### src/rtl/hazard_controller.sv
// Hazard sequencing for the 5-stage LEGv8 pipeline: load-use stalls, EX branch flushes, data-memory waits with timeout.
// Define HAZARD_STATS_EN to build the saturating stall/flush event counters; otherwise both count ports read 0.
module hazard_controller #(
    parameter int MEM_TIMEOUT = 16,
    parameter int CNT_W       = 8
) (
    input  logic        clk,
    input  logic        reset_n,
    input  logic        MemRead_ex,
    input  logic [4:0]  Rd_ex,
    input  logic [4:0]  regA_id,
    input  logic [4:0]  regB_id,
    input  logic        useA_id,
    input  logic        useB_id,
    input  logic        BrTaken_ex,
    input  logic        dmem_req_mem,
    input  logic        dmem_ready,
    output logic        PCWrite,
    output logic        IFID_Write,
    output logic        IFID_Flush,
    output logic        IDEX_Bubble,
    output logic        EXMEM_Write,
    output logic        MEMWB_Bubble,
    output logic        mem_fault,
    output logic [31:0] stall_count,
    output logic [31:0] flush_count
);

    typedef enum logic [1:0] {
        RUN      = 2'd0,
        MEM_WAIT = 2'd1,
        FAULT    = 2'd2
    } state_t;

    localparam logic [CNT_W-1:0] TIMEOUT_VAL = CNT_W'(MEM_TIMEOUT);
    localparam logic [CNT_W-1:0] CNT_ONE     = CNT_W'(1);

    state_t           state;
    logic [CNT_W-1:0] waitCnt;

    logic loadUse;
    logic memWait;
    logic inFault;
    logic stallActed;
    logic flushActed;

    // XZR reads as zero, so a load targeting X31 never creates a dependency.
    assign loadUse = MemRead_ex && (Rd_ex != 5'd31) &&
                     ((useA_id && (regA_id == Rd_ex)) || (useB_id && (regB_id == Rd_ex)));
    assign memWait = dmem_req_mem && !dmem_ready;
    assign inFault = (state == FAULT);

    assign stallActed = loadUse && !memWait && !BrTaken_ex && !inFault;
    assign flushActed = BrTaken_ex && !memWait && !inFault;

    assign mem_fault = inFault;

    always_comb begin
        PCWrite      = 1'b1;
        IFID_Write   = 1'b1;
        EXMEM_Write  = 1'b1;
        IFID_Flush   = 1'b0;
        IDEX_Bubble  = 1'b0;
        MEMWB_Bubble = 1'b0;
        if (inFault) begin
            PCWrite      = 1'b0;
            IFID_Write   = 1'b0;
            EXMEM_Write  = 1'b0;
            MEMWB_Bubble = 1'b1;
        end else if (memWait) begin
            // ID/EX holds rather than bubbling so a deferred branch or load-use re-evaluates intact.
            PCWrite      = 1'b0;
            IFID_Write   = 1'b0;
            EXMEM_Write  = 1'b0;
            MEMWB_Bubble = 1'b1;
        end else if (BrTaken_ex) begin
            IFID_Flush  = 1'b1;
            IDEX_Bubble = 1'b1;
        end else if (loadUse) begin
            PCWrite     = 1'b0;
            IFID_Write  = 1'b0;
            IDEX_Bubble = 1'b1;
        end
    end

    always_ff @(posedge clk or negedge reset_n) begin
        if (!reset_n) begin
            state   <= RUN;
            waitCnt <= '0;
        end else begin
            case (state)
                RUN: begin
                    if (memWait) begin
                        state   <= MEM_WAIT;
                        waitCnt <= CNT_ONE;
                    end else begin
                        waitCnt <= '0;
                    end
                end
                MEM_WAIT: begin
                    // A dropped request counts as completion, same as ready.
                    if (!memWait) begin
                        state   <= RUN;
                        waitCnt <= '0;
                    end else if (waitCnt >= TIMEOUT_VAL) begin
                        state <= FAULT;
                    end else begin
                        waitCnt <= waitCnt + CNT_ONE;
                    end
                end
                FAULT: begin
                    state <= FAULT;
                end
                default: begin
                    state   <= RUN;
                    waitCnt <= '0;
                end
            endcase
        end
    end

`ifdef HAZARD_STATS_EN
    always_ff @(posedge clk or negedge reset_n) begin
        if (!reset_n) begin
            stall_count <= '0;
            flush_count <= '0;
        end else begin
            if (stallActed && (stall_count != 32'hFFFF_FFFF)) begin
                stall_count <= stall_count + 32'd1;
            end
            if (flushActed && (flush_count != 32'hFFFF_FFFF)) begin
                flush_count <= flush_count + 32'd1;
            end
        end
    end
`else
    logic unusedStats;
    assign unusedStats = stallActed ^ flushActed;
    assign stall_count = 32'd0;
    assign flush_count = 32'd0;
`endif

endmodule
### config.mk
export PLATFORM = sky130hd
export DESIGN_NAME = hazard_controller
export DESIGN_NICKNAME = d
export VERILOG_FILES = /design/src/rtl/hazard_controller.sv
export SDC_FILE = /design/constraint.sdc
export NUM_CORES = 1
export LEC_CHECK = 0
export BUFFER_PORTS_ARGS = -buffer_cell sky130_fd_sc_hd__buf_2
export CAP_MARGIN = 20
export CORE_MARGIN = 5
export CORE_UTILIZATION = 40
export CTS_BUF_LIST = sky130_fd_sc_hd__clkbuf_2 sky130_fd_sc_hd__clkbuf_4 sky130_fd_sc_hd__clkbuf_8
export DETAILED_ROUTE_END_ITERATION = 12
export GPL_TIMING_DRIVEN = 0
export PLACE_DENSITY = 0.86
export SLEW_MARGIN = 5
export SYNTH_ARGS = -nofsm -noshare
export SYNTH_HDL_FRONTEND = slang
export SYNTH_SLANG_ARGS = --single-unit
### constraint.sdc
create_clock -name clk -period 1.72 [get_ports clk]
set_input_delay 0.086 -clock clk [delete_from_list [all_inputs] [get_ports clk]]
set_output_delay 0.086 -clock clk [all_outputs]
set_load 0.01 [all_outputs]
==> summary.txt <==
Power
  – Seq pwr share: 0.331
  – LEAKAGE: 1.013 nW
  – Combinational share of power: 0.382
  – Switching Share: 0.3059
  – Clock power frac: 0.287
  – Internal: 514.6 µW
  – Switch Pwr: 226.8 µW
  – Peak VDD IR: 0.3950 mV
  – PwrDens: 454.1 nW/µm²

Floorplanning
  – Rows: 19
  – Die Height: 63.47 µm
  – Die X: 63.47 µm
  – Core footprint: 2758 µm²
  – I/O pin total: 94
  – Starting Density: 0.4147
  – Die Area: 4028 µm²

Hold path
  – Tightest Hold Check Type: primary input to flop
  – HP Start: dmem_req_mem

Cells and area
  – Post-layout util: 0.5921
  – Fill cell count: 248
  – Antenna cells: 0
  – Layout area overhead: 42.78%
  – Register cell area after layout: 250.2 µm²
  – Final instance area: 1633 µm²
  – Multi-input gate area: 630.6 µm²
  – Layout cells sized above 1: 0.4569
  – Layout Nets: 258

Place
  – Placed Area: 1564 µm²
  – Place WS: 0.1815 ns
  – Half-perimeter wire length after placement: 2176 µm
  – Global placement routability congestion: 0.8152
  – Port Buffers: 29

GRT
  – Largest net degree at the start of global routing: 11
  – Global-route wire length before repair: 3691 µm
  – Initial antenna violation count: 0
  – Global route total overflow: 0
  – Vias in the first global route: 873
  – Aggregate global-route resource usage: 0.1131

Critical path
  – Type of origin of the critical path: flop
  – Critical path's largest stage delay: 0.42 ns
  – Crit path max fanout: 5
  – R2R Path Start: waitCnt[4]
  – Worst path most repeated cell: inv_2
  – R2R setup slack: 0.24 ns
  – Critical path class: flop to output port
  – Worst Setup EP: IDEX_Bubble
  – CP Data Required Time: 1.63 ns
  – Slowest-stage cell, CP: dfrtp_1
  – CP Data Arrival Time: 1.50 ns
  – Crit. Startpoint: state[0]
  – CP endpoint kind: output port
  – Crit-path cells: nand2b_4, inv_2, a21oi_4, inv_2, o31ai_1, buf_2
  – FF-to-FF path depth: 4
  – Worst r2r dst: waitCnt[3]

STA
  – Finish-stage setup viols: 0
  – WHS: 0.1438 ns
  – Final Hold Viols: 0
  – Final period util: 0.9230
  – Final Max Tran Viols: 0
  – F_max: 629.9 MHz
  – Skew final: 0.002734 ns
  – Setup slack after layout: 0.1325 ns
  – Final TNS setup: 0 ns
  – RSZ-0062 raised after global routing: no
  – Minimum clock period: 1.587 ns

Clock tree
  – CTS sink cnt: 10
  – Clk slew on worst S/H paths: 0.06 ns
  – Clk Tree Root Cell: clkbuf_4
  – Cts bufs inserted: 3
  – CTS Buffer Depth: 2
  – Clock latency on the worst-skew pair: 0.27 ns
  – H-Tree Depth: 1
  – CTS tree: done

Route
  – TritonRoute pass-1 iters: 4
  – Starting DRT DRC Count: 26
  – Final ANT Viol Nets: 0
  – Routed length per instance: 9.084 µm
  – Drt via density: 3.673
  – Final WL: 2389 µm
  – Via count: 966
  – DRC violations left: 0

Logic synthesis
  – Register area share after synthesis: 0.2188
  – Yosys top cell by area: buf_4
  – Yosys reg bits: 10
  – Yosys warnings: 0
  – Mapped Cells: 134
  – Synthesized area per cell: 8.534 µm²
  – Post-Syn Area: 1144 µm²
  – Post-synth top area share: 0.4267
  – Top cells by area, synth: buf_4, dfrtp_1, xor2_1
  – Unique masters post-synth: 33

Run status
  – Status: complete, no violations

Job
  – Max-cap violations: 0
[flip-flops by register name, summed over array words and instances (netlist names)]
signal / cells
state: 2
waitCnt: 8
[cells in the mapped netlist (all sizes together)]
cell type and number:
buf 65, dfrtp 10, xor2 8, inv 7, o21ai 6, a21oi 5, nand2 4, nor4 3
xnor2 3, and2 2, ha 2, nand3 2, nor2b 2, a31oi 1, a32oi 1, a41oi 1
and3 1, conb 1, nand2b 1, nand3b 1, nand4 1, nand4bb 1, nor2 1, nor3b 1
o22ai 1, o31a 1, o31ai 1, o41ai 1
[per-layer routing]
layer	share of wire	global-route usage	up-vias
li1	-	-	508
met3	0.084	0.02664	5
met5	0	0	-
met2	0.55	0.1916	42
met1	0.34	0.1299	411
met4	0.018	0.05974	0
[per-stage QoR]
stage	cells	total power, mW
2_1_floorplan	197	0.4644
3_3_place_gp	257	0.5152
3_5_place_dp	257	0.5185
4_1_cts	262	0.7323
5_1_grt	263	0.7885
6_report	263	0.7415
[what timing repair did]
action,in CTS,in global routing
buffers inserted,0,1
resized for setup,0,2
endpoints found under the hold margin,10,0
endpoints found under the setup margin,0,2
hold buffers,1,0
[placed cells by master, fill, tap and decap left out, drive strengths merged, types with 4 or more instances in the layout]
master | Yosys | final
a21oi | 5 | 5
inv | 7 | 7
clkbuf | 0 | 4
o21ai | 6 | 6
nand2 | 4 | 4
conb | 1 | 64
xor2 | 8 | 8
dfrtp | 10 | 10
buf | 65 | 95
[critical path, delay by kind of cell (launching register included)]
kind / cells / cell delay [ns]
buffers and inverters: 3 / 0.29
and+or+nand+nor: 1 / 0.17
AOI/OAI and AO/OA: 2 / 0.36
DFF: 1 / 0.42
[logic make-up (layout without fill, tap and decap cells)]
family | after synthesis | after routing | synth area share
flip-flops | 10 | 10 | 0.2188
buffers and inverters | 72 | 107 | 0.4497
AO/OA/AOI/OAI | 18 | 18 | 0.1061
AND/OR/NAND/NOR | 20 | 20 | 0.1160
other | 1 | 64 | 0.003279
XOR/XNOR | 11 | 11 | 0.08425
adder cells (fa/ha/maj) | 2 | 2 | 0.02188
[area by class of cell]
| cell class | instances | share of cell area |
|---|---|---|
| inverters | 7 | 0.01609 |
| flip-flops and latches | 10 | 0.1533 |
| well taps | 31 | 0.02375 |
| plain buffers | 65 | 0.2988 |
| repair buffers | 31 | 0.09962 |
| clock buffers | 4 | 0.02222 |
| multi-input cells | 115 | 0.3862 |
[power groups by stage]
stage / Sequential, mW / Clock (mW) / Combinational (mW)
finish: 0.245 / 0.213 / 0.283
global route: 0.246 / 0.230 / 0.313
CTS: 0.245 / 0.216 / 0.271
detailed placement: 0.250 / 0 / 0.269
global placement: 0.250 / 0 / 0.266
floorplan: 0.248 / 0 / 0.216
[worst min-delay path by stage]
stage | to | slack [ns] | cells after the start
global route | state[0] | 0.16 | 3
detailed placement | waitCnt[4] | -0.04 | 1
global placement | waitCnt[5] | -0.05 | 1
floorplan | state[0] | -0.21 | 0
finish | state[0] | 0.14 | 3
CTS | state[0] | 0.13 | 3
No activity file was read; power rests on OpenSTA's default activity.
